<file path="config.mk">
export PLATFORM = sky130hd
export DESIGN_NAME = pulse_meter
export DESIGN_NICKNAME = d
export VERILOG_FILES = /design/src/rtl/pulse_meter_pkg.sv /design/src/rtl/pulse_meter_sampler.sv /design/src/rtl/pulse_meter.sv
export SDC_FILE = /design/constraint.sdc
export NUM_CORES = 1
export LEC_CHECK = 0
export ABC_AREA = 0
export CORE_MARGIN = 1.5
export CORE_UTILIZATION = 35
export CTS_CLUSTER_SIZE = 28
export DETAILED_ROUTE_END_ITERATION = 10
export DONT_BUFFER_PORTS = 1
export PLACE_DENSITY = 0.57
export RECOVER_POWER = 100
export SYNTH_ARGS = -nofsm -noshare
export SYNTH_HDL_FRONTEND = slang
export SYNTH_HIERARCHICAL = 1
export SYNTH_SLANG_ARGS = --single-unit
export TNS_END_PERCENT = 50
</file>
<file path="constraint.sdc">
create_clock -name clock -period 4.6 [get_ports clock]
set_input_delay 0.92 -clock clock [delete_from_list [all_inputs] [get_ports clock]]
set_output_delay 0.92 -clock clock [all_outputs]
set_load 0.005 [all_outputs]
</file>
<file path="src/rtl/pulse_meter_pkg.sv">
// ============================================================================
// pulse_meter_pkg : shared state encoding and default width for pulse_meter
// Rev 1.0 - initial release
// ============================================================================
`default_nettype none

package pulse_meter_pkg;

    localparam int PM_DEFAULT_WIDTH = 16;

    localparam logic [1:0] PM_IDLE = 2'd0;
    localparam logic [1:0] PM_HIGH = 2'd1;
    localparam logic [1:0] PM_LOW  = 2'd2;

    typedef enum logic [1:0] {
        S_IDLE = PM_IDLE,
        S_HIGH = PM_HIGH,
        S_LOW  = PM_LOW
    } pm_state_t;

endpackage

`default_nettype wire

</file>
<file path="src/rtl/pulse_meter_sampler.sv">
// ============================================================================
// pulse_meter_sampler : samples the pulse input and emits registered rise/fall
// strobes. PULSE_METER_SYNC_EN selects a two-flop synchronizer front end.
// Rev 1.0 - initial release
// ============================================================================
`default_nettype none

module pulse_meter_sampler
    import pulse_meter_pkg::*;
(
    input  logic clock,
    input  logic reset,
    input  logic signal,
    output logic rise,
    output logic fall
);

    logic r_s;
    logic r_s_prev;

`ifdef PULSE_METER_SYNC_EN
    logic r_meta;

    always_ff @(posedge clock or posedge reset) begin
        if (reset) begin
            r_meta <= 1'b0;
            r_s    <= 1'b0;
        end else begin
            r_meta <= signal;
            r_s    <= r_meta;
        end
    end
`else
    always_ff @(posedge clock or posedge reset) begin
        if (reset) begin
            r_s <= 1'b0;
        end else begin
            r_s <= signal;
        end
    end
`endif

    // Strobes are registered so the FSM sees clean single-cycle events.
    always_ff @(posedge clock or posedge reset) begin
        if (reset) begin
            r_s_prev <= 1'b0;
            rise     <= 1'b0;
            fall     <= 1'b0;
        end else begin
            r_s_prev <= r_s;
            rise     <= r_s & ~r_s_prev;
            fall     <= ~r_s & r_s_prev;
        end
    end

endmodule

`default_nettype wire

</file>
<file path="src/rtl/pulse_meter.sv">
// ============================================================================
// pulse_meter : measures high time and period of a pulse signal in clocks.
// Optional input synchronizer via PULSE_METER_SYNC_EN (see sampler).
// Rev 1.0 - initial release
// ============================================================================
`default_nettype none

module pulse_meter
    import pulse_meter_pkg::*;
#(
    parameter int WIDTH = PM_DEFAULT_WIDTH
) (
    input  logic             clock,
    input  logic             reset,
    input  logic             enable,
    input  logic             signal,
    output logic [WIDTH-1:0] high_time,
    output logic [WIDTH-1:0] period,
    output logic             valid,
    output logic             overflow
);

    localparam logic [WIDTH-1:0] c_CNT_MAX = '1;
    localparam logic [WIDTH-1:0] c_CNT_ONE = WIDTH'(1);

    pm_state_t        r_state;
    pm_state_t        w_next_state;
    logic [WIDTH-1:0] r_cnt;
    logic [WIDTH-1:0] r_hi_lat;
    logic             r_ovf;
    logic             r_en_q;

    logic             w_rise;
    logic             w_fall;
    logic             w_at_max;
    logic [WIDTH-1:0] w_cnt_next;
    logic [WIDTH-1:0] w_hi_lat_next;
    logic             w_ovf_next;
    logic             w_publish;

    pulse_meter_sampler u_sampler (
        .clock  (clock),
        .reset  (reset),
        .signal (signal),
        .rise   (w_rise),
        .fall   (w_fall)
    );

    assign w_at_max = (r_cnt == c_CNT_MAX);

    always_comb begin
        w_next_state  = r_state;
        w_cnt_next    = w_at_max ? r_cnt : (r_cnt + c_CNT_ONE);
        w_ovf_next    = r_ovf | w_at_max;
        w_hi_lat_next = r_hi_lat;
        w_publish     = 1'b0;

        case (r_state)
            S_IDLE: begin
                w_cnt_next = '0;
                w_ovf_next = 1'b0;
                // A rise coinciding with the enable edge is skipped on purpose.
                if (r_en_q && w_rise) begin
                    w_next_state = S_HIGH;
                    w_cnt_next   = c_CNT_ONE;
                end
            end
            S_HIGH: begin
                if (w_fall) begin
                    w_hi_lat_next = r_cnt;
                    w_next_state  = S_LOW;
                end
            end
            S_LOW: begin
                if (w_rise) begin
                    w_publish    = 1'b1;
                    w_cnt_next   = c_CNT_ONE;
                    w_ovf_next   = 1'b0;
                    w_next_state = S_HIGH;
                end
            end
            default: begin
                w_next_state = S_IDLE;
                w_cnt_next   = '0;
                w_ovf_next   = 1'b0;
            end
        endcase

        if (!enable) begin
            w_next_state = S_IDLE;
            w_cnt_next   = '0;
            w_ovf_next   = 1'b0;
            w_publish    = 1'b0;
        end
    end

    always_ff @(posedge clock or posedge reset) begin
        if (reset) begin
            r_state <= S_IDLE;
        end else begin
            r_state <= w_next_state;
        end
    end

    always_ff @(posedge clock or posedge reset) begin
        if (reset) begin
            r_cnt     <= '0;
            r_hi_lat  <= '0;
            r_ovf     <= 1'b0;
            r_en_q    <= 1'b0;
            high_time <= '0;
            period    <= '0;
            overflow  <= 1'b0;
            valid     <= 1'b0;
        end else begin
            r_cnt    <= w_cnt_next;
            r_hi_lat <= w_hi_lat_next;
            r_ovf    <= w_ovf_next;
            r_en_q   <= enable;
            valid    <= w_publish;
            if (w_publish) begin
                high_time <= r_hi_lat;
                period    <= r_cnt;
                overflow  <= r_ovf;
            end
        end
    end

endmodule

`default_nettype wire

</file>
==> run summary, run 1 <==
outcome: finished with violations
violated checks: max-capacitance violations, max-slew violations
Synth area leaders: dfrtp_1 (59%), mux2_2 (16%), ha_1 (2.4%)
Crit Path Max Fanout: 12
Util after Layout: 40.0%
post-detail-place hpwl: 3730 um
Fin Hold WS: 0.342 ns
pwr/cell area: 403 nW/um2
pin slew with the least headroom to its limit: 1.66 ns
clock share of power: 43.7%
GR Layer Usage met1: 16.3%
Switching Share: 22.8%
Max Freq: 355 MHz
most crowded layer after global routing: met2
Clock Latency Late Sink: 0.34 ns
Async S/R FF share, synth: 100%
Gate Count Post-Synth: 240
WS Path Type: flip-flop to flip-flop
total wire length: 5610 um
Die H: 97.8 um
area grow syn2layout: 10.9%
# DRC: 0
top cell type's share of synthesized area: 58.8%
pin count of the biggest net entering global routing: 38
hold buffer count at cts: 0
htree depth: 3
GPL Wtd Cong: 0.793
Starting Density: 36.1%
TritonCTS Sinks: 74
initial antenna violation count: 0
Min-Delay Path Class: input port to asynchronous set/reset pin
setup violators final: 0
Sequential Power Share: 48.8%
via count: 1,842
GRT Overall Usage: 13.0%
Max-slew headroom: -10.9%
met2 Use GR: 19.5%
warnings from Yosys: 6
global-route met3 utilization: 6.80%
clock skew: 0.00749 ns
CTS clock-pin slew for the worst setup and hold paths: 0.08 ns
IO Port Bufs: 0
Leak Pwr: 0.00166 uW
row cnt: 34
clock buffer depth: 2
Die W: 97.8 um
syn_nets: 250
clk root buf: clkbuf_8
Setup TNS: 0 ns
Routed wire per std cell: 15.7 um
# fillers: 826
CP startpoint kind: flip-flop
Avg Cell Area, Syn: 13.1 um2
number of synthesized flops with an enable pin: 0
sequential cell area fraction in the yosys report: 58.8%
die area: 9570 um2
most common cell in the synthesized netlist: dfrtp_1
total power: 1410 uW
total gr overflow: 0
Inserted Diodes: 0
combinational cell fraction of total power: 7.5%
Final Max Slew Viols: 50
Detail Route Antenna Nets: 0
Inserted Clock Buffers: 9
synthesized cell area: 3150 um2
period utilization: 61.2%
CTS tree: built
Resized cells post-CTS: 0
min cycle time layout: 2.81 ns
vias per cell: 5.15
Internal: 1090 uW
synth cell count leaders: dfrtp_1 (74), mux2_2 (45), nand2_1 (13), o21ai_0 (12), inv_1 (9)
arrival time at the worst endpoint: 3.07 ns
Main synth FF type: dfrtp_1
Final Instance Count excl. Fillers: 358
RSZ-0062 raised after global routing: no
nets: 255
leading area contributor after synthesis: dfrtp_1
register bit total from synthesis: 74
max cap viols: 2
first-pass GRT wire length: 9690 um
number of global-route vias before repair: 1,900
DR pass1 iterations: 4
Placed Cells: 342
CORE AREA: 8720 um2
sw power: 320 uW
1st-iter DRT viols: 102
worst path required time: 4.85 ns
IO Count: 38
post-synth cell types: 46
critical path endpoint category: flip-flop
share of post-route cells with drive strength above 1: 28.4%
Hold Violations, Final: 0
Max VDD drop: 0.173 mV
Post-CTS Setup Bufs: 0
## path summary, 6_finish.rpt
kind / from / endpoint / slack [ns] / cells past startpoint
min: reset / u_sampler/r_s_prev / 0.34 / 1
max: r_cnt[0] / r_cnt[0] / 1.79 / 5
max in group asynchronous: reset / period[11] / 2.65 / 2
min in group clock: u_sampler/r_s / u_sampler/r_s_prev / 0.39 / 0
max reg2reg: r_cnt[0] / r_cnt[0] / 1.79 / 5
min reg2reg: u_sampler/r_s / u_sampler/r_s_prev / 0.39 / 0
## critical path, cell delays in order (launching register included)
cell and delay, ns:
dfrtp_1 0.49, ha_1 0.33, nand3_1 0.18, nor4_1 1.25, nor3b_1 0.16, nor4b_2 0.32
## through the flow
| step | area, um2 | setup slack, ns |
|---|---|---|
| floorplan | 3150 | 1.91 |
| CTS | 3520 | 2.37 |
| detailed placement | 3270 | 2.28 |
| finish | 3490 | 1.79 |
| global placement | 3270 | 2.32 |
| global route | 3490 | 1.37 |
## metal layers
metal | share of wire, % | wire length, um | vias up
li1 | - | - | 881
met1 | 46 | 2610 | 915
met2 | 45 | 2540 | 41
met3 | 7.3 | 409 | 5
met4 | 1.0 | 57 | 0
met5 | 0 | 0 | -
## final cells by class
type	count	area, um2	area share, %
clock inverter	6	113	3.23
multi-input combinational	149	1210	34.6
sequential	74	1850	53.1
clock buffer	10	138	3.94
tap	108	135	3.87
inverter	9	33.8	0.968
timing repair buffer	2	11.3	0.323
## power by group through the flow
stage | registers (uW) | logic [uW] | clock network [uW]
final | 685 | 106 | 614
after global routing | 689 | 119 | 662
after CTS | 686 | 110 | 636
after detailed placement | 699 | 109 | 0
after global placement | 698 | 107 | 0
after floorplan | 692 | 83.3 | 0
## layout by cell type, fill, tap and decap left out, types with 4 or more instances in the layout
master    synthesis  final
dfrtp_1          74     74
mux2_2           45     45
nand2_1          13     13
o21ai_0          12     12
clkbuf_8          0     10
inv_1             9      9
nand3_1           7      7
nor2_1            7      7
a21oi_1           7      7
ha_1              6      6
nor4_1            3      4
nor2b_1           4      4
## sequential cells by signal, indices dropped and copies added (netlist names)
signal              flops
high_time              16
period                 16
r_cnt                  16
r_hi_lat               16
r_state                 2
overflow                1
r_en_q                  1
r_ovf                   1
u_sampler/fall          1
u_sampler/r_s           1
u_sampler/r_s_prev      1
u_sampler/rise          1
valid                   1
## kinds of logic (layout without fill, tap and decap cells)
family / Yosys count / after routing / share of synthesized area (%)
XOR/XNOR: 1 / 1 / 0.278
buffers and inverters: 17 / 27 / 2.23
multiplexers: 46 / 46 / 16.4
AO/OA/AOI/OAI: 37 / 37 / 7.67
adder cells (fa/ha/maj): 6 / 6 / 2.38
AND/OR/NAND/NOR: 59 / 59 / 12.2
flip-flops: 74 / 74 / 58.8
Note: power is estimated with default switching activity, not from simulation.
==> run 2, diff against run 1 <==
==> constraint.sdc (replaced) <==
create_clock -name clock -period 2.8 [get_ports clock]
set_input_delay 0.56 -clock clock [delete_from_list [all_inputs] [get_ports clock]]
set_output_delay 0.56 -clock clock [all_outputs]
set_load 0.005 [all_outputs]
==> run 2 against run 1 <==
Against the previous run:
- the flow now finishes without violations
- setup slack got worse by 1.3 ns
- fmax rose by 23%
- die area stayed put
- sequential cell count did not move
- sequential share of layout area is 0.076 points lower
- non-clock buffer count increased by 3
- largest power group unchanged
==> run summary, run 2 (synthesis results as in run 1) <==
max cap viols: 0 (-2)
outcome: finished clean
clk root buf: clkbuf_8
GPL Wtd Cong: 0.774 (-2.4%)
via count: 1,864 (+1.2%)
total gr overflow: 0 (unchanged)
pin slew with the least headroom to its limit: 1.21 ns (-0.445 ns)
combinational cell fraction of total power: 7.8% (+0.3 points)
critical path endpoint category: flip-flop
min cycle time layout: 2.28 ns (-0.532 ns)
clock buffer depth: 2 (unchanged)
Max Freq: 438 MHz (+23%)
Starting Density: 36.1% (unchanged)
number of global-route vias before repair: 1,904 (+0.21%)
area grow syn2layout: 11.0%
GRT Overall Usage: 13.4% (+0.41 points)
Leak Pwr: 0.00165 uW (-0.31%)
CORE AREA: 8720 um2 (unchanged)
Max-slew headroom: 19.0% (+30 points)
Switching Share: 23.7% (+0.90 points)
1st-iter DRT viols: 66 (-35%)
DR pass1 iterations: 4 (unchanged)
Routed wire per std cell: 16.0 um (+2.1%)
Clock Latency Late Sink: 0.34 ns (about the same)
first-pass GRT wire length: 9910 um (+2.2%)
Die H: 97.8 um (unchanged)
# DRC: 0 (unchanged)
leading cell type in the layout, fill and taps excluded: dfrtp_1
pin count of the biggest net entering global routing: 29 (-24%)
Sequential Power Share: 50.9% (+2.1 points)
CTS clock-pin slew for the worst setup and hold paths: 0.07 ns (about the same)
pwr/cell area: 633 nW/um2 (+57%)
clock skew: 0.00674 ns (-0.000747 ns)
CTS tree: built
hold path depth: 0
post-detail-place hpwl: 3880 um (+4.0%)
Detail Route Antenna Nets: 0 (unchanged)
row cnt: 34 (unchanged)
vias per cell: 5.16 (+0.35%)
Crit Path Max Fanout: 12 (unchanged)
hold buffer count at cts: 1 (+1)
Setup TNS: 0 ns (unchanged)
total wire length: 5780 um (+2.9%)
Resized cells post-CTS: 0 (unchanged)
die area: 9570 um2 (unchanged)
Inserted Clock Buffers: 9 (unchanged)
period utilization: 81.6% (+20 points)
Min-Delay Path Class: input port to flip-flop
Inserted Diodes: 0 (unchanged)
Worst Reg2Reg Path Length in Cells: 5 (unchanged)
htree depth: 3 (unchanged)
WS Path Type: flip-flop to flip-flop
share of post-route cells with drive strength above 1: 28.1% (-0.34 points)
Fin Hold WS: 0.239 ns (-0.103 ns)
sw power: 524 uW (+64%)
nets: 258 (+1.2%)
Post-CTS Setup Bufs: 0 (unchanged)
Die W: 97.8 um (unchanged)
most frequent cells in the layout: dfrtp_1 (74), mux2_2 (45), nand2_1 (13), o21ai_0 (12), clkbuf_8 (10)
TritonCTS Sinks: 74 (unchanged)
RSZ-0062 raised after global routing: no
Max VDD drop: 0.239 mV (+38%)
initial antenna violation count: 0 (unchanged)
setup violators final: 0 (unchanged)
Hold Violations, Final: 0 (unchanged)
IO Port Bufs: 0 (unchanged)
Final Max Slew Viols: 0 (-100%)
CP startpoint kind: flip-flop
clock share of power: 41.3% (-2.4 points)
worst path required time: 3.05 ns (-1.80 ns)
arrival time at the worst endpoint: 2.54 ns (-0.53 ns)
Internal: 1690 uW (+56%)
IO Count: 38 (unchanged)
==> run 2: area by class of cell <==
type,instances,area (um2)
inverters,9,33.8
fillers,839,5230
well taps,108,135
flip-flops and latches,74,1850
multi-input cells,149,1210
repair buffers,5,41.3
clock buffers,11,141
clock inverters,5,77.6
==> run 2: worst paths after layout <==
check | from | to | slack (ns)
setup / recovery | r_cnt[0] | r_cnt[0] | 0.52
hold / removal | signal | u_sampler/r_s | 0.24
setup reg to reg | r_cnt[0] | r_cnt[0] | 0.52
hold reg to reg | u_sampler/r_s | u_sampler/r_s_prev | 0.39
max in group asynchronous | reset | r_hi_lat[6] | 0.79
min in group asynchronous | reset | high_time[1] | 0.36
==> run 2: worst max-delay path, stage by stage (launching register included) <==
cell and delay, ns:
dfrtp_1 0.47, ha_1 0.30, nand3_1 0.19, nor4_2 0.80, nor3b_1 0.15, nor4b_2 0.29
==> run 2: power groups by stage <==
| stage | clock, uW | sequential (uW) | combinational [uW] |
|---|---|---|---|
| 3_5_place_dp | 0 | 1150 | 179 |
| 5_1_grt | 997 | 1130 | 198 |
| 4_1_cts | 950 | 1130 | 182 |
| 3_3_place_gp | 0 | 1150 | 180 |
| 6_report | 914 | 1130 | 172 |
| 2_1_floorplan | 0 | 1140 | 137 |
==> run 2: stage by stage <==
stage               cells  worst slack [ns]  power (uW)  cell area (um2)  util (%)
floorplan             240             0.472        1270             3150         -
global placement      344             0.816        1330             3290      37.8
detailed placement    344             0.737        1330             3290      37.8
CTS                   361             0.719        2260             3520      40.4
global route          361             0.264        2330             3490      40.1
finish                361             0.517        2210             3490      40.1
==> run 2: layer usage <==
metal / part of all wire, % / up-vias / global-route usage [%]
met3: 5.2 / 8 / 4.94
met2: 46 / 51 / 19.6
met4: 1.4 / 0 / 5.27
met1: 47 / 922 / 18.0
met5: 0 / - / 0
li1: - / 883 / -
